$ cat config.mk
export PLATFORM = sky130hd
export DESIGN_NAME = serial_shifter_32_bit
export DESIGN_NICKNAME = d
export VERILOG_FILES = /design/src/rtl/serial_shifter_32_bit_pkg.sv /design/src/rtl/serial_shifter_32_bit_shift_step_1_bit.sv /design/src/rtl/serial_shifter_32_bit.sv
export SDC_FILE = /design/constraint.sdc
export NUM_CORES = 1
export LEC_CHECK = 0
export CAP_MARGIN = 20
export CORE_AREA = 2 2 72 74
export DETAILED_ROUTE_END_ITERATION = 10
export DIE_AREA = 0 0 74 76
export GPL_ROUTABILITY_DRIVEN = 1
export HOLD_SLACK_MARGIN = 0.08
export PLACE_DENSITY = 0.85
export SLEW_MARGIN = 20
export SYNTH_ARGS = -nofsm -noshare
export SYNTH_HDL_FRONTEND = slang
export SYNTH_SLANG_ARGS = --single-unit
$ cat constraint.sdc
create_clock -name clock -period 4.3 [get_ports clock]
set_clock_uncertainty 0.2 [all_clocks]
set_input_delay 0.86 -clock clock [delete_from_list [all_inputs] [get_ports clock]]
set_output_delay 0.86 -clock clock [all_outputs]
set_load 0.1 [all_outputs]
$ cat src/rtl/serial_shifter_32_bit_pkg.sv
// Shared definitions for the serial 32-bit shifter.
//
// Holds the default operand/shift widths, the operation encoding
// used on the Op port and the FSM state encoding shared by the
// top-level shifter and its single-step sub-module.
package serial_shifter_32_bit_pkg;

    // Default operand width and shift-count width (DATA_BITS == 2**SHIFT_BITS).
    localparam int DATA_BITS  = 32;
    localparam int SHIFT_BITS = 5;

    // Operation encoding presented on Op and held in the op register.
    typedef enum logic [1:0] {
        OP_SLL = 2'b00,
        OP_SRL = 2'b01,
        OP_SRA = 2'b10,
        OP_ROL = 2'b11
    } op_e;

    // Controller states.
    typedef enum logic [1:0] {
        ST_IDLE  = 2'b00,
        ST_SHIFT = 2'b01,
        ST_DONE  = 2'b10
    } state_e;

endpackage

$ cat src/rtl/serial_shifter_32_bit_shift_step_1_bit.sv
// Single-bit shift step for the serial shifter.
//
// Purely combinational: moves value by one bit position according to
// the selected operation.
//
// Ports:
//   value    in   DataBits  current working value
//   Op       in   2         operation (OP_SLL/OP_SRL/OP_SRA/OP_ROL)
//   stepped  out  DataBits  value after one shift step
module shift_step_1_bit
    import serial_shifter_32_bit_pkg::*;
#(
    parameter int DataBits = DATA_BITS
) (
    input  logic [DataBits-1:0] value,
    input  logic [1:0]          Op,
    output logic [DataBits-1:0] stepped
);

    // NOTE: the default assignment at the top of the block guarantees every
    // path drives stepped, so no latch can be inferred.
    always_comb begin
        stepped = value;
        case (op_e'(Op))
            OP_SLL:  stepped = {value[DataBits-2:0], 1'b0};
            OP_SRL:  stepped = {1'b0, value[DataBits-1:1]};
            OP_SRA:  stepped = {value[DataBits-1], value[DataBits-1:1]};
            OP_ROL:  stepped = {value[DataBits-2:0], value[DataBits-1]};
            default: stepped = value;
        endcase
    end

endmodule

$ cat src/rtl/serial_shifter_32_bit.sv
// Serial (one bit per clock) barrel-shift replacement.
//
// An operand is accepted in IDLE when Start is high. The working
// register is then shifted one bit per clock for ShiftAmount cycles;
// a zero amount goes straight to DONE. The result is held in DONE until
// ResultAck is seen. Inputs other than ResultAck are ignored while busy.
//
// Ports:
//   clock        in   1          rising-edge clock
//   reset        in   1          synchronous, active-high reset
//   Start        in   1          begin a shift (sampled only in IDLE)
//   DataA        in   DataBits   operand, captured on accept
//   ShiftAmount  in   ShiftBits  shift count, captured on accept
//   Op           in   2          00 SLL, 01 SRL, 10 SRA, 11 ROL
//   Ready        out  1          high only in IDLE
//   Busy         out  1          high in SHIFT or DONE
//   ResultValid  out  1          high only in DONE
//   ResultAck    in   1          consumer acknowledge of Result
//   Result       out  DataBits   shifted value, valid while ResultValid=1
module serial_shifter_32_bit
    import serial_shifter_32_bit_pkg::*;
#(
    parameter int DataBits  = DATA_BITS,
    parameter int ShiftBits = SHIFT_BITS   // DataBits must equal 2**ShiftBits
) (
    input  logic                 clock,
    input  logic                 reset,
    input  logic                 Start,
    input  logic [DataBits-1:0]  DataA,
    input  logic [ShiftBits-1:0] ShiftAmount,
    input  logic [1:0]           Op,
    output logic                 Ready,
    output logic                 Busy,
    output logic                 ResultValid,
    input  logic                 ResultAck,
    output logic [DataBits-1:0]  Result
);

    state_e                state;
    logic [DataBits-1:0]   work;
    logic [ShiftBits-1:0]  count;
    op_e                   op;
    logic                  ready_q;
    logic                  busy_q;
    logic                  valid_q;
    logic [DataBits-1:0]   stepped;

    shift_step_1_bit #(
        .DataBits (DataBits)
    ) u_step (
        .value   (work),
        .Op      (op),
        .stepped (stepped)
    );

    // NOTE: all state here is flops written with non-blocking assignments so
    // every register samples the pre-edge values of the others.
    // NOTE: every register, including the datapath, is cleared on reset so an
    // aborted shift leaves Result at zero rather than a stale partial value.
    always_ff @(posedge clock) begin
        if (reset) begin
            state   <= ST_IDLE;
            work    <= '0;
            count   <= '0;
            op      <= OP_SLL;
            ready_q <= 1'b1;
            busy_q  <= 1'b0;
            valid_q <= 1'b0;
        end else begin
            case (state)
                ST_IDLE: begin
                    if (Start) begin
                        work    <= DataA;
                        count   <= ShiftAmount;
                        op      <= op_e'(Op);
                        ready_q <= 1'b0;
                        busy_q  <= 1'b1;
                        // A zero count has nothing to shift: present DataA directly.
                        if (ShiftAmount == '0) begin
                            state   <= ST_DONE;
                            valid_q <= 1'b1;
                        end else begin
                            state   <= ST_SHIFT;
                        end
                    end
                end

                ST_SHIFT: begin
                    work  <= stepped;
                    count <= count - 1'b1;
                    // Leave on the step that consumes the last count, so the
                    // counter lands on zero and never wraps.
                    if (count == ShiftBits'(1)) begin
                        state   <= ST_DONE;
                        valid_q <= 1'b1;
                    end
                end

                ST_DONE: begin
                    // Start is deliberately not looked at here: no back-to-back accept.
                    if (ResultAck) begin
                        state   <= ST_IDLE;
                        ready_q <= 1'b1;
                        busy_q  <= 1'b0;
                        valid_q <= 1'b0;
                    end
                end

                default: begin
                    state   <= ST_IDLE;
                    ready_q <= 1'b1;
                    busy_q  <= 1'b0;
                    valid_q <= 1'b0;
                end
            endcase
        end
    end

    assign Ready       = ready_q;
    assign Busy        = busy_q;
    assign ResultValid = valid_q;
    assign Result      = work;

endmodule

[After elaboration in Yosys (flattened, before gate mapping)]
Index checks and enable logic that the tools add are counted.
Operators by class
  magnitude comparators: 0
  shift-type cells: 0
  bitwise operators: 1
  reductions and logical operators: 10
  $add $sub $neg: 1
  multipliers: 0
  muxes and demuxes: 20
  div/mod/pow operators: 0
  equal/unequal tests: 11
Operators with widths (count)
  one-hot mux 32 bit (4 select lines): 1
  one-hot mux 32 bit (2 select lines): 1
  2-to-1 mux 32 bit: 1
  != test 2 bit, second input constant: 5
  one-hot mux 5 bit (2 select lines): 1
  one-hot mux 1 bit (3 select lines): 3
  AND reduction 3 bit: 3
  2-to-1 mux 2 bit: 4
  2-to-1 mux 1 bit: 7
  == test 2 bit, second input constant: 3
  one-hot mux 2 bit (3 select lines): 1
  == test 5 x 1 -> 1 bit, second input constant: 1
  zero test 5 bit: 1
  2-to-1 mux 5 bit: 1
  subtractor 5 x 1 -> 5 bit, second input constant: 1
  == test 2 x 1 -> 1 bit, second input constant: 2
  zero test 2 bit: 2
  AND reduction 2 bit: 2
  AND reduction 4 bit: 1
  nonzero test 2 bit: 1
  NOT 1 bit: 1
Storage, ports and cells
  memories kept: 0
  ROM bits: 0
  logic and storage cells: 51
  bits in registers: 44
  bits in latches: 0
  RAM bits: 0
  input bits: 43

[Depth between registers and ports, before layout]
Gate-level depths: netlist of run 1.
  word-level depth: 4
  gate-level depth with buffers: 7

[Cells and area by module]
A second synthesis of run 1 with hierarchy kept.
Second synthesis, totals
  cell total of the unflattened synthesis: 302
  area, all modules: 2544.9 um^2
By module, submodules not included
  serial_shifter_32_bit: area each 1995.7 um^2, cells each 261, times used 1
  shift_step_1_bit: area each 549.3 um^2, cells each 41, times used 1

[Least setup slack after synthesis of run 1]
No wires, ideal clock.
  kind: input-to-reg
  start point: input port ShiftAmount[0]
  end point: register state[0]
  arrival time: 1774 ps
  data required time: 3984 ps
  setup time: 116 ps
  slack: 2210 ps
  buffers on the path: 0
  cell stages on the path: 4
  path through: or4_1 > o21bai_1 > o21ai_0 > and3b_1
On the way
  longest elaborated chain between the ends: 4
RTL lines
  start, declared: RTL line serial_shifter_32_bit.sv:30  | input logic [ShiftBits-1:0] ShiftAmount,
  zero test 5 bit: RTL line serial_shifter_32_bit.sv:79  | if (ShiftAmount == '0) begin
  2-to-1 mux 2 bit: RTL line serial_shifter_32_bit.sv:79
  2-to-1 mux 2 bit: RTL line serial_shifter_32_bit.sv:72  | if (Start) begin
  one-hot mux 2 bit (3 select lines): RTL line serial_shifter_32_bit.sv:70  | case (state)
  end signal, assigned: RTL line serial_shifter_32_bit.sv:80  | state <= ST_DONE;
  end signal, assigned: RTL line serial_shifter_32_bit.sv:83  | state <= ST_SHIFT;
  end signal, assigned: RTL line serial_shifter_32_bit.sv:94  | state <= ST_DONE;
  end, declared: RTL line serial_shifter_32_bit.sv:39  | state_e state;
No other way between the ends. The select of a mux whose other input is x is not followed.
A chain may end at the register's enable or synchronous reset.

[Worst setup path after layout of run 1]
  start point: register work[1] (netlist: Result[1])
  end point: output port Result[1]
RTL lines
  start, declared: RTL line serial_shifter_32_bit.sv:40  | logic [DataBits-1:0] work;
  start signal, assigned: RTL line serial_shifter_32_bit.sv:73  | work <= DataA;
  start signal, assigned: RTL line serial_shifter_32_bit.sv:89  | work <= stepped;
  end, declared: RTL line serial_shifter_32_bit.sv:36  | output logic [DataBits-1:0] Result
No word-level cell between the ends.

==> flow_summary.yaml, run 1 <==
finish:
  final_nets: 391
  syn2layout_area_growth_pct: 34.6
  drive_above_1_share: 0.0836
  fillers: 426
  regArea_um2: 881
  multi_input_area_um2: 1330
  n_antenna_cell: 0
  post-route-cell-area_um2: 3200
synthesis:
  syn-instance-count: 286
  avgSynthCellArea_um2: 8.32
  synth_compound_area_frac: 0.310
  syn_nets: 331
  synth_common_cells: "52 x nand2_1, 44 x dfxtp_1, 20 x a21oi_1, 20 x o21ai_0, 16 x o22ai_1"
  synthFlopType: "dfxtp_1"
  synthSimpleGateAreaFrac: 0.155
  yosysTopAreaCell: "dfxtp_1"
  synthArstFlopShare: 0
  synthAdderAreaFrac: 0.0105
  synth_xor_area_frac: 0.0184
  synth-seq-cells: 44
  synth-edff-count: 0
  synth-warning-count: 0
  synth.distinct_cells: 43
  netlist_area_um2: 2380
  synth.most_common_cell: "nand2_1"
  yosysSeqAreaShare: 0.370
  yosysTopAreaCellShare: 0.370
  synth_top_family_by_area: "compound AO/OA/AOI/OAI gates"
  synth.area.mux_share: 0.0631
  synth_area_leaders: "dfxtp_1 37%, nand2_1 8.2%, mux2i_1 6.3%"
grt:
  grt_max_degree: 46
  grt_pass1_wl_um: 9930
  grt.total_usage: 0.215
  grt_overflow: 0
  grt_pass1_vias: 2178
  antenna_found_initial: 0
clock_network:
  cts-root-buf: "clkbuf_8"
  cts_made_buffers: 5
  htreeDepth: 2
  clk_path_buf_depth: 2
  insertion_delay_ns: 0.29
  cts_hold_buffers: 0
  ctsResizeCount: 0
  cts_tree: "built"
  clkTransAtPathRegs_ns: 0.08
  cts_sinks: 44
  cts_setup_buffers: 0
worst_hold_path:
  hold_path_class: "flop to flop"
  holdPathStages: 2
  worstHoldEndpoint: "count[4]"
  hold_start: "count[4]"
routing:
  via_count: 2365
  drtPass1Iterations: 5
  drt-initial-drc-count: 143
  wl_per_cell_um: 14.6
  drc_errors: 0
  drtAntennaViolNets: 0
  viasPerCell: 5.67
  drt_wl_total_um: 6090
critical_path:
  regToRegStartpoint: "state[0]"
  path_class: "flop to output port"
  crit_path_max_incr_delay_ns: 1.17
  r2r_end: "Result[31]"
  path_max_fanout: 5
  worstPathArrival_ns: 1.89
  cp_cell_sequence: "clkdlybuf4s50_1"
  reg2reg_depth: 5
  critPathLaunchType: "flop"
  crit_buf_inv: 1
  critPathRequiredTime_ns: 3.24
  worst_setup_path_end_kind: "output port"
  cp_top_family: "buffers and inverters"
  cpMaxStageDelayCell: "clkdlybuf4s50_1"
  rrSetupSlack_ns: 1.80
placed_design:
  post_dp_cell_area_um2: 3090
  gp_congestion: 0.841
  place_ws_ns: 1.24
  io_buffers: 77
  dp_hpwl_um: 4070
timing:
  setup_viol: 0
  worst_pin_slew_ns: 0.998
  maxSlewHeadroom: 0.332
  setup_tns_ns: 0
  max_freq_mhz: 339
  hold-worst-slack_ns: 0.287
  drv_slew: 0
  layout_setup_ws_ns: 1.35
  hold_viol: 0
  rsz0062_at_grt: "false"
  layout_min_cycle_time_ns: 2.95
  finalCritPeriodShare: 0.686
pwr:
  internal-power_uw: 884
  peakVddDrop_mv: 0.290
  seq_power_share: 0.326
  pwr-share-comb: 0.485
  netSwitchingPower_uw: 786
  power_leakage_nw: 1.12
  powerDensity_nw_per_um2: 521
  p_clk_frac: 0.189
  swShare: 0.471
  power_mw: 1.67
floorplanning:
  core_um2: 4910
  ioPinCount: 78
  die_h_um: 76
  row_count: 26
  dieArea_um2: 5620
  fp.dieW_um: 74
  start_util: 0.484
outcome:
  status: "complete, no violations"
run:
  cap_viol_max_count: 0
[power by group through the flow]
stage	Clock, mW	Combinational [mW]	Sequential [mW]
floorplan	0	0.290	0.891
global placement	0	0.798	0.548
detailed placement	0	0.807	0.551
CTS	0.322	0.810	0.542
global route	0.337	0.855	0.554
finish	0.316	0.810	0.544
[flip-flops by register name, summed over array words and instances (netlist names)]
| register | flops |
|---|---|
| op | 2 |
| Result | 32 |
| count | 5 |
| state | 2 |
| Ready | 1 |
| ResultValid | 1 |
| Busy | 1 |
[area by class of cell]
| type | instances | share of cell area |
|---|---|---|
| Timing Repair Buffer | 80 | 0.246 |
| Sequential cell | 44 | 0.275 |
| Clock inverter | 3 | 0.0133 |
| Tap cell | 70 | 0.0273 |
| Clock buffer | 5 | 0.0215 |
| Multi-Input combinational cell | 212 | 0.414 |
| Inverter | 3 | 0.00351 |
[kinds of logic (layout without fill, tap and decap cells)]
family / Yosys count / in the layout
buf+inv: 30 / 91
fa+ha+maj: 2 / 2
flops: 44 / 44
compound gates: 109 / 109
simple gates: 84 / 84
mux: 15 / 15
xor+xnor: 2 / 2
[layout by cell type (no fill, tap or decap), types with 3 or more instances in the layout]
master and n:
a31o_2 6, nand2b_1 4, inv_1 3, a21oi_2 9, nor2b_1 3, buf_4 3
nand3_1 3, a21oi_1 20, nand2_1 52, nor2_1 10, o22ai_1 16, dfxtp_1 44
a31o_1 9, clkdlybuf4s50_1 76, nor3_1 4, o21ai_0 20, a211oi_1 15, mux2i_1 15
clkbuf_8 5
[how the worst max path moves through the flow]
stage / to / cells after the start / slack (ns) / start
after floorplan: state[0] / 4 / 2.21 / ShiftAmount[0]
after global placement: Result[14] / 6 / 1.30 / Start
after detailed placement: Result[14] / 6 / 1.24 / Start
after CTS: Result[1] / 1 / 1.35 / Result[1]
after global routing: Result[1] / 1 / 1.31 / Result[1]
final: Result[1] / 1 / 1.35 / Result[1]
[per-stage QoR]
step,utilization,instances
3_3_place_gp,0.630,409
6_report,0.652,417
5_1_grt,0.652,417
2_1_floorplan,-,286
4_1_cts,0.652,417
3_5_place_dp,0.630,409
[metal layers]
layer,share of wire,GRT usage,vias to the layer above
met5,0,0,-
met4,0.013,0.0618,0
met3,0.054,0.0516,9
met2,0.48,0.329,71
met1,0.45,0.299,1131
li1,-,-,1154
(Power assumes the default switching activity.)
==> inputs of run 2 (changes only) <==
CORE_AREA = 2 2 75 77   (was 2 2 72 74)
DIE_AREA = 0 0 77 79   (was 0 0 74 76)
PLACE_DENSITY = 0.79   (was 0.85)
clock period = 2.9 ns   (was 4.3 ns; I/O delays follow)
==> run 2 against run 1 <==
Combinational power increased by 46%; register-to-register slack got worse by 0.83 ns; non-clock buffer count increased by 5; cell count increased by 1.7%; via count decreased by 1.6%; die area increased by 8.2%; setup slack got worse by 0.52 ns; worst hold slack got worse by 0.0062 ns; global-route usage decreased by 0.31 points; total power increased by 50%; critical path type is now input port to flop; largest power group unchanged.
==> flow_summary.yaml, run 2 (synthesis results as in run 1) <==
critical_path:
  reg2reg_depth: 4
  path_class: "input port to flop"
  worst_setup_path_end_kind: "flop"
  critPathLaunchType: "input port"
  crit_buf_inv: 1
  cp_top_family: "buffers and inverters"
  cp_cell_sequence: "clkdlybuf4s50_1 -> nand2_1 -> o22ai_1 -> a211oi_1"
  critPathRequiredTime_ns: 2.91
  crit_path_max_incr_delay_ns: 0.56
  rrSetupSlack_ns: 0.97
  worstPathArrival_ns: 2.08
  path_max_fanout: 18
  cp.depth: 4
  regToRegStartpoint: "state[0]"
  cpMaxStageDelayCell: "clkdlybuf4s50_1"
  crit_path_start: "Start"
floorplanning:
  ioPinCount: 78
  die_h_um: 79
  start_util: 0.446
  core_um2: 5340
  fp.dieW_um: 77
  dieArea_um2: 6080
  row_count: 27
finish:
  fin_util: 0.594
  final_nets: 396
  final_common_cell: "nand2_1"
  largest_reg_flops: 32
  layout_common_cells: "52 x nand2_1, 44 x dfxtp_1, 43 x buf_4"
  n_antenna_cell: 0
  syn2layout_area_growth_pct: 33.3
  drive_above_1_share: 0.196
  post-route-cell-area_um2: 3170
  fillers: 487
  regArea_um2: 881
  multi_input_area_um2: 1330
  final_cells: 424
timing:
  rsz0062_at_grt: "false"
  setup_viol: 0
  drv_slew: 0
  maxSlewHeadroom: 0.514
  hold-worst-slack_ns: 0.281
  layout_setup_ws_ns: 0.831
  layout_min_cycle_time_ns: 2.07
  setup_tns_ns: 0
  finalCritPeriodShare: 0.713
  worst_pin_slew_ns: 0.729
  max_freq_mhz: 483
  hold_viol: 0
grt:
  antenna_found_initial: 0
  grt.total_usage: 0.212
  grt_pass1_vias: 2223
  grt_overflow: 0
  grt_pass1_wl_um: 10500
  grt_max_degree: 39
clock_network:
  cts_setup_buffers: 0
  insertion_delay_ns: 0.30
  ctsResizeCount: 0
  cts_made_buffers: 5
  clk_path_buf_depth: 2
  cts_sinks: 44
  cts-root-buf: "clkbuf_8"
  htreeDepth: 2
  clkTransAtPathRegs_ns: 0.08
  cts_hold_buffers: 0
  cts_tree: "built"
placed_design:
  io_buffers: 77
  place_ws_ns: 0.515
  post_dp_cell_area_um2: 3050
  dp.cells: 416
  gp_congestion: 0.793
  dp_hpwl_um: 4070
worst_hold_path:
  hold_path_class: "flop to flop"
  holdPathStages: 2
  hold_start: "Busy"
pwr:
  power_mw: 2.50
  peakVddDrop_mv: 0.630
  power_leakage_nw: 1.21
  powerDensity_nw_per_um2: 789
routing:
  wl_per_cell_um: 14.3
  drc_errors: 0
  drt_wl_total_um: 6070
  drt-initial-drc-count: 209
  drtPass1Iterations: 4
  drtAntennaViolNets: 0
  viasPerCell: 5.49
  via_count: 2327
outcome:
  status: "complete, no violations"
run:
  cap_viol_max_count: 0
## run 2: layer usage
metal / GRT usage / vias to the layer above / wire length, µm / part of all wire
li1: - / 1167 / - / -
met1: 0.271 / 1091 / 2680 / 0.44
met2: 0.353 / 60 / 2990 / 0.49
met3: 0.0477 / 9 / 283 / 0.047
met4: 0.0768 / 0 / 112 / 0.018
met5: 0 / - / 0 / 0
## run 2: path summary, 6_finish.rpt
| path | endpoint |
|---|---|
| setup / recovery | Result[26] |
| hold / removal | Busy |
| setup reg to reg | Result[26] |
| hold reg to reg | Busy |
## run 2: area by class of cell
class,instances,share of cell area
repair buffers,85,0.233
inverters,3,0.00355
well taps,72,0.0284
flip-flops and latches,44,0.278
clock buffers,7,0.0304
clock inverters,1,0.00947
multi-input cells,212,0.418
## run 2: tightest hold or removal path, delay by kind of cell (launching register included)
family	cells	cell delay, ns
DFF	1	0.32
and+or+nand+nor	1	0.06
AOI/OAI and AO/OA	1	0.06
## run 2: power by group
group	internal, mW	leakage, nW	switching [mW]	total, mW
logic	0.343	0.780	0.841	1.18
clock network	0.304	0.0645	0.210	0.514
registers	0.697	0.365	0.107	0.804
total	1.34	1.21	1.16	2.50
==> inputs of run 3 (changes only) <==
clock period = 2.1 ns   (was 2.9 ns; I/O delays follow)
==> run 3 against run 2 <==
Sequential power increased by 43%; clock power fell by 9.1%; via count increased by 3.5%; critical endpoint is now state[0]; worst hold slack improved by 0.0044 ns; combinational power increased by 67%; largest power group unchanged; largest cell class unchanged; utilization is 9.2 points higher; critical path type unchanged; total power increased by 43%; sequential cell count unchanged; global-route usage is 0.49 points higher; sequential share of layout area fell by 3.7 points; critical path depth grew 1; highest routed layer unchanged.
==> flow_summary.yaml, run 3 (synthesis results as in run 1) <==
grt:
  grt_pass1_vias: 2356
  grt_max_degree: 33
  grt_pass1_wl_um: 10800
  grt_overflow: 0
  antenna_found_initial: 0
  grt.total_usage: 0.217
critical_path:
  r2r_end: "Result[1]"
  rrSetupSlack_ns: 0.35
  worstPathArrival_ns: 1.87
  crit_path_max_incr_delay_ns: 0.53
  cpMaxStageDelayCell: "or4_1"
  critPathRequiredTime_ns: 2.09
  regToRegStartpoint: "op[1]"
  cp_top_family: "simple AND/OR/NAND/NOR gates"
  path_class: "input port to flop"
  path_max_fanout: 3
  reg2reg_depth: 6
  critPathLaunchType: "input port"
  cp_cell_sequence: "clkdlybuf4s50_1 -> or4_1 -> o21bai_1 -> o21ai_0 -> and3b_1"
  worst_setup_path_end_kind: "flop"
  crit_buf_inv: 1
  crit_path_start: "ShiftAmount[0]"
clock_network:
  insertion_delay_ns: 0.29
  cts_setup_buffers: 0
  cts-root-buf: "clkbuf_8"
  clk_path_buf_depth: 2
  clkTransAtPathRegs_ns: 0.08
  cts_tree: "built"
  cts_made_buffers: 5
  cts_sinks: 44
  htreeDepth: 2
finish:
  final_common_cell: "nand2_1"
  syn2layout_area_growth_pct: 53.8
  drive_above_1_share: 0.207
  final_nets: 404
  largest_reg_flops: 32
  layout_common_cells: "52 x nand2_1, 44 x dfxtp_1, 41 x clkdlybuf4s50_1"
  final_cells: 429
  post-route-cell-area_um2: 3660
  n_antenna_cell: 0
  fillers: 415
timing:
  worst_pin_slew_ns: 0.585
  max_freq_mhz: 532
  hold-worst-slack_ns: 0.285
  setup_viol: 0
  rsz0062_at_grt: "false"
  maxSlewHeadroom: 0.610
  setup_tns_ns: 0
  drv_slew: 0
  layout_min_cycle_time_ns: 1.88
  finalCritPeriodShare: 0.895
  layout_setup_ws_ns: 0.220
  hold_viol: 0
placed_design:
  dp_hpwl_um: 4570
  io_buffers: 77
  dp.cells: 424
  place_ws_ns: -0.0731
  gp_congestion: 0.848
  post_dp_cell_area_um2: 3580
pwr:
  power_leakage_nw: 1.36
  peakVddDrop_mv: 0.687
  powerDensity_nw_per_um2: 981
floorplanning:
  dieArea_um2: 6080
  core_um2: 5340
  fp.dieW_um: 77
  start_util: 0.446
  die_h_um: 79
  row_count: 27
  ioPinCount: 78
routing:
  viasPerCell: 5.61
  wl_per_cell_um: 14.9
  drt-initial-drc-count: 152
  via_count: 2408
  drc_errors: 0
  drtPass1Iterations: 4
  drtAntennaViolNets: 0
  drt_wl_total_um: 6390
worst_hold_path:
  hold_start: "count[4]"
  worstHoldEndpoint: "count[4]"
  holdPathStages: 2
  hold_path_class: "flop to flop"
run:
  cap_viol_max_count: 0
outcome:
  status: "complete, no violations"
-- run 3: metal layers --
| metal | vias up | global-route usage | share of wire |
|---|---|---|---|
| met2 | 74 | 0.388 | 0.51 |
| met3 | 4 | 0.0500 | 0.052 |
| met4 | 0 | 0.0536 | 0.0088 |
| met5 | - | 0 | 0 |
| met1 | 1151 | 0.265 | 0.43 |
| li1 | 1179 | - | - |
-- run 3: repair_timing --
item,CTS,global route
gates resized for setup,0,1
hold buffers,0,0
setup endpoints to repair,0,1
-- run 3: power breakdown --
| group | switching [mW] | internal [mW] |
|---|---|---|
| Combinational | 1.20 | 0.771 |
| Sequential | 0.192 | 0.963 |
| Clock | 0.252 | 0.215 |
| Total | 1.64 | 1.95 |
-- run 3: worst max path at each step --
stage                   to  cells after the start  slack [ns]
2_1_floorplan   Result[31]                      3        0.31
3_3_place_gp      state[0]                      5       -0.07
3_5_place_dp      state[0]                      5       -0.07
6_report          state[0]                      5        0.22
4_1_cts         Result[31]                      4        0.12
5_1_grt        ResultValid                      5        0.12
-- run 3: stage by stage --
step | power (mW) | utilization
final | 3.59 | 0.686
after global routing | 3.76 | 0.686
after CTS | 3.60 | 0.684
after detailed placement | 3.13 | 0.671
after global placement | 3.10 | 0.671
after floorplan | 2.42 | -
-- run 3: area by class of cell --
cell class	count	area (µm²)	share of cell area
well taps	72	90.1	0.0246
flip-flops and latches	44	881	0.241
multi-input cells	212	1340	0.365
inverters	3	11.3	0.00308
clock buffers	5	68.8	0.0188
repair buffers	93	1270	0.348
-- run 3: worst min-delay path, cell delays in order (launching register included) --
cell and delay, ns:
dfxtp_1 0.31, o21ai_0 0.07, a21oi_1 0.06
==> RTL edit 1, RTL diff (settings of run 2) <==
Change the package constant `DATA_BITS` from 32 to 36.
--- a/src/rtl/serial_shifter_32_bit_pkg.sv
+++ b/src/rtl/serial_shifter_32_bit_pkg.sv
@@ -6,7 +6,7 @@
 package serial_shifter_32_bit_pkg;
 
     // Default operand width and shift-count width (DATA_BITS == 2**SHIFT_BITS).
-    localparam int DATA_BITS  = 32;
+    localparam int DATA_BITS  = 36;
     localparam int SHIFT_BITS = 5;
 
     // Operation encoding presented on Op and held in the op register.
Interface: changed (resized DataA and Result); port bits go from 78 to 86. No check against the original RTL was run, so the function may have changed too.
==> RTL edit 1 against run 2 <==
First-iteration DRC count down 8.1%. Sequential cell count is 4 higher. Synthesized area increased by 6.0%. Final cell count up 10%. Design area grew 8.9%. Register-to-register slack lost 0.02 ns. Wire length increased by 9.4%. Power grew 9.7%. Setup slack worse by 0.088 ns. Critical endpoint is now Result[15]. Largest cell class unchanged.
==> RTL edit 1: results (changes against run 2) <==
| Metric | Value |
|---|---|
| Asr flop ratio synth | 0 (unchanged) |
| Met1 usage | 0.293 (+0.0220) |
| H-tree level count | 2 (unchanged) |
| Number of global-route vias before repair | 2453 (+10%) |
| Post-CTS setup buffer count | 0 (unchanged) |
| CTS root buf | clkbuf_8 |
| Ratio of cells with drive above 1 in the final layout | 0.154 (-0.0416) |
| Worst skew pair latency | 0.30 ns (about the same) |
| Synth Flop Type | dfxtp_1 |
| Inst Count DP | 460 (+11%) |
| Leak Pwr | 1.33 nW (+10%) |
| Largest net degree at the start of global routing | 41 (+5.1%) |
| Syn nets | 370 (+12%) |
| Clock tree buffer depth | 2 (unchanged) |
| Met2 usage | 0.367 (+0.0140) |
| CTS buffer count | 5 (unchanged) |
| First-pass GRT wire length | 11200 µm (+7.2%) |
| Synth warn | 0 (unchanged) |
| M1 wire length | 3130 µm (+17%) |
| Post-Route WL | 6640 µm (+9.4%) |
| Filler instances | 504 (+3.5%) |
| Clk slew on worst S/H paths | 0.08 ns (about the same) |
| Max-slew headroom | 0.597 (+0.0829) |
| Sequential fraction of the synthesis area | 0.381 (+0.0106) |
| Hold buffers post-CTS | 0 (unchanged) |
| Vias per cell | 5.63 (+2.6%) |
| Crit path arrival time | 2.18 ns (+0.10 ns) |
| Commonest cells post-synth | 73 x nand2_1, 48 x dfxtp_1, 31 x a21oi_1, 24 x a31o_1, 21 x o21ai_0 |
| # resized after CTS | 0 (unchanged) |
| Highest metal used | met4 |
| Port Buffers | 85 (+10%) |
| Area after DPL | 0.00333 mm² (+9.2%) |
| 1st-pass router iterations | 5 (+1) |
| Hold Path Class | reg -> reg |
| Initial antenna violation count | 0 (unchanged) |
| DR iter-0 viols | 192 (-8.1%) |
| Max reg flops | 36 (+13%) |
| Met3 Wirelength | 483 µm (+71%) |
| ANT cells | 0 (unchanged) |
| Overall routing resource usage | 0.222 (+0.00989) |
| Met3 GRT Util | 0.0523 (+0.00455) |
| Gpl congestion | 0.827 (+4.2%) |
| CP max FO | 40 (+22) |
| Dpl hpwl | 4410 µm (+8.4%) |
| Yosys cell types | 39 (-9.3%) |
| Area growth from synthesis to layout | 36.9% |
| Status | completed |
| Pre-CTS setup slack | 0.474 ns (-0.0405 ns) |
| Syn Inst Count | 321 (+12%) |
| Post-layout net count | 444 (+12%) |
| Area contributors post-synth | dfxtp_1 38%, nand2_1 11%, a31o_1 8.3%, a21oi_1 6.1%, mux2i_1 4.8% |
| DR vias | 2629 (+13%) |
| Max VDD drop | 0.454 mV (-28%) |
| P_int | 1.48 mW (+10%) |
| Met2 wire len | 2960 µm (-0.97%) |
## RTL edit 1: changes by cell type after synthesis, moves of 6 or more
cell      delta
nand2_1     +21
clkbuf_1     +7
a31o_1      +15
a21oi_1     +11
a21oi_2      -9
a31o_2       -6
o21ai_1      +8
## RTL edit 1: critical path, cell delays in order
cell             delay (ns)
clkdlybuf4s50_1        0.58
o21ba_2                0.15
buf_4                  0.35
o21ai_0                0.18
a31o_1                 0.21
a21oi_1                0.12
## RTL edit 1: logic make-up (layout without fill, tap and decap cells)
family / after synthesis / in the layout / synth area share
simple gates: 104 / 104 / 0.177
buf+inv: 30 / 104 / 0.0550
xor+xnor: 2 / 2 / 0.0129
compound gates: 122 / 122 / 0.313
mux: 13 / 13 / 0.0521
fa+ha+maj: 2 / 2 / 0.00991
flops: 48 / 48 / 0.381
## RTL edit 1: path summary, 6_finish.rpt
kind               from    endpoint  slack (ns)  cells after the start
setup reg to reg  op[1]  Result[35]        0.95                      5
setup / recovery  Start  Result[15]        0.74                      6
hold reg to reg    Busy        Busy        0.29                      2
hold / removal     Busy        Busy        0.29                      2
## RTL edit 1: cell type report
| type | instances | area share |
|---|---|---|
| Timing Repair Buffer | 94 | 0.240 |
| Clock inverter | 2 | 0.0174 |
| Inverter | 3 | 0.00326 |
| Sequential cell | 48 | 0.278 |
| Multi-Input combinational cell | 243 | 0.415 |
| Tap cell | 72 | 0.0261 |
| Clock buffer | 5 | 0.0199 |
## RTL edit 1: power groups by stage
stage	combinational, mW	clock [mW]	sequential, mW
final	1.32	0.561	0.870
after global routing	1.39	0.604	0.884
after CTS	1.32	0.576	0.868
after detailed placement	1.32	0	0.882
after global placement	1.31	0	0.881
after floorplan	0.443	0	1.45
==> RTL edit 2, RTL diff (config.mk and constraints of run 2) <==
Without the edit above. Make the reset (`reset`) asynchronous in one clocked block. Comments in the files are not updated.
--- a/src/rtl/serial_shifter_32_bit.sv
+++ b/src/rtl/serial_shifter_32_bit.sv
@@ -57,7 +57,7 @@
     // every register samples the pre-edge values of the others.
     // NOTE: every register, including the datapath, is cleared on reset so an
     // aborted shift leaves Result at zero rather than a stale partial value.
-    always_ff @(posedge clock) begin
+    always_ff @(posedge clock or posedge reset) begin
         if (reset) begin
             state   <= ST_IDLE;
             work    <= '0;
Function: differs if reset is asserted again (counterexample within 4 cycles, from zero or initial values and one cycle with reset high); with reset held inactive, the same outputs for 10 cycles.
==> RTL edit 2 against run 2 <==
Wire length rose by 23%. First-iteration DRC count fell by 35%. Final cell count rose by 7.1%. Sequential cell count did not move. Setup slack got worse by 0.0067 ns. Hold slack improved by 0.011 ns. Design area rose by 24%. Synthesized area rose by 29%. Largest cell class unchanged.
Power is left out: the tool's default activity adds up to more than one toggle a clock period on the data nets, which glitch-free logic cannot reach.
==> RTL edit 2: results (changes against run 2) <==
| Metric | Value |
|---|---|
| R2R cell count | 4 (unchanged) |
| Worst slew pin tran | 0.811 ns (+0.0823 ns) |
| R2R Setup Slk | 0.82 ns (-0.15 ns) |
| Crit path arrival time | 2.09 ns |
| Reg2reg end | ResultValid |
| Crit share post-route | 0.716 (+0.00231) |
| Dpl hpwl | 5060 µm (+24%) |
| Non-clock inverter count in the final layout | 38 (+35) |
| CP max FO | 41 (+23) |
| CTS buffer count | 5 (unchanged) |
| Data buffer area share | 0.200 (-0.0323) |
| Yosys cell types | 40 (-7.0%) |
| Multi-input gates | 205 (-3.3%) |
| Commonest cells post-synth | 43 x dfrtp_1, 38 x inv_1, 31 x mux2i_1, 30 x nor3b_1 |
| Largest net degree at the start of global routing | 42 (+7.7%) |
| Overall routing resource usage | 0.258 (+0.0455) |
| Ratio of cells with drive above 1 in the final layout | 0.223 (+0.0265) |
| Pre-CTS setup slack | 0.759 ns (+0.245 ns) |
| Area contributors post-synth | dfrtp_1 35%, a221oi_2 13%, mux2i_1 10%, nor3b_1 7.3%, o21a_1 7.1% |
| Final Cell Area | 0.00395 mm² (+24%) |
| Initial antenna violation count | 0 (unchanged) |
| DR iter-0 viols | 136 (-35%) |
| Post-layout net count | 426 (+7.6%) |
| N_taps | 72 (unchanged) |
| First-pass GRT wire length | 12600 µm (+20%) |
| Synth warn | 0 (unchanged) |
| Count of final setup violators | 0 (unchanged) |
| Asr flop ratio synth | 1.00 (+1.00) |
| CTS root buf | clkbuf_8 |
| Status | completed |
| Buffers outside the clock class | 87 (+2.4%) |
| Synth Flop Type | dfrtp_1 |
| Post-CTS setup buffer count | 0 (unchanged) |
| 1st-pass router iterations | 4 (unchanged) |
| Final clock-cell share | 0.0273 (-0.0126) |
| Reg area | 0.00110 mm² (+25%) |
| Syn nets | 359 (+8.5%) |
| ANT cells | 0 (unchanged) |
| Top Family by Delay on Critical Path | flip-flops |
| H-tree level count | 2 (unchanged) |
| Layout Cells excl Fill | 454 (+7.1%) |
| Routed wire length per instance | 16.4 µm (+15%) |
| Hold Path Class | in -> async |
| Vias per cell | 5.81 (+5.8%) |
| Syn Inst Count | 314 (+9.8%) |
| Number of global-route vias before repair | 2603 (+17%) |
| Filler instances | 439 (-9.9%) |
| Clock tree buffer depth | 2 (unchanged) |
| Crit-path slowest cell | dfrtp_2 |
| Max reg flops | 32 (unchanged) |
| Multi-input gate share of the layout cell area | 0.434 (+0.0158) |
| Crit path largest cell delay | 0.90 ns (+0.34 ns) |
| Sequential fraction of the synthesis area | 0.359 (-0.0113) |
| Area after DPL | 0.00384 mm² (+26%) |
| FF-to-FF Start | state[1] |
| Gpl congestion | 0.886 (+12%) |
| Count of clock buffers in the final design | 6 (-1) |
| WHS | 0.292 ns (+0.0114 ns) |
| Sequential cell count | 44 (unchanged) |
-- RTL edit 2: cells by family after synthesis --
logic type                 Yosys count  synth area share
AOI/OAI and AO/OA                   93             0.282
xor gates and xnor gates             1           0.00530
adders and majority gates            2           0.00815
buffers and inverters               65            0.0904
DFF                                 44             0.359
muxes                               33             0.108
and+or+nand+nor                     76             0.147
-- RTL edit 2: per-layer routing --
| layer | up-vias | GRT usage | part of all wire |
|---|---|---|---|
| met4 | 0 | 0.0661 | 0.0040 |
| met1 | 1282 | 0.360 | 0.46 |
| met3 | 2 | 0.0455 | 0.054 |
| li1 | 1274 | - | - |
| met5 | - | 0 | 0 |
| met2 | 78 | 0.418 | 0.49 |
-- RTL edit 2: worst max-delay path by stage --
stage	startpoint	endpoint	cells after the start
after floorplan	reset	Busy	1
after global placement	ShiftAmount[1]	state[1]	4
after detailed placement	ShiftAmount[1]	state[1]	4
after CTS	state[1]	ResultValid	4
after global routing	state[1]	ResultValid	4
final	state[1]	ResultValid	4
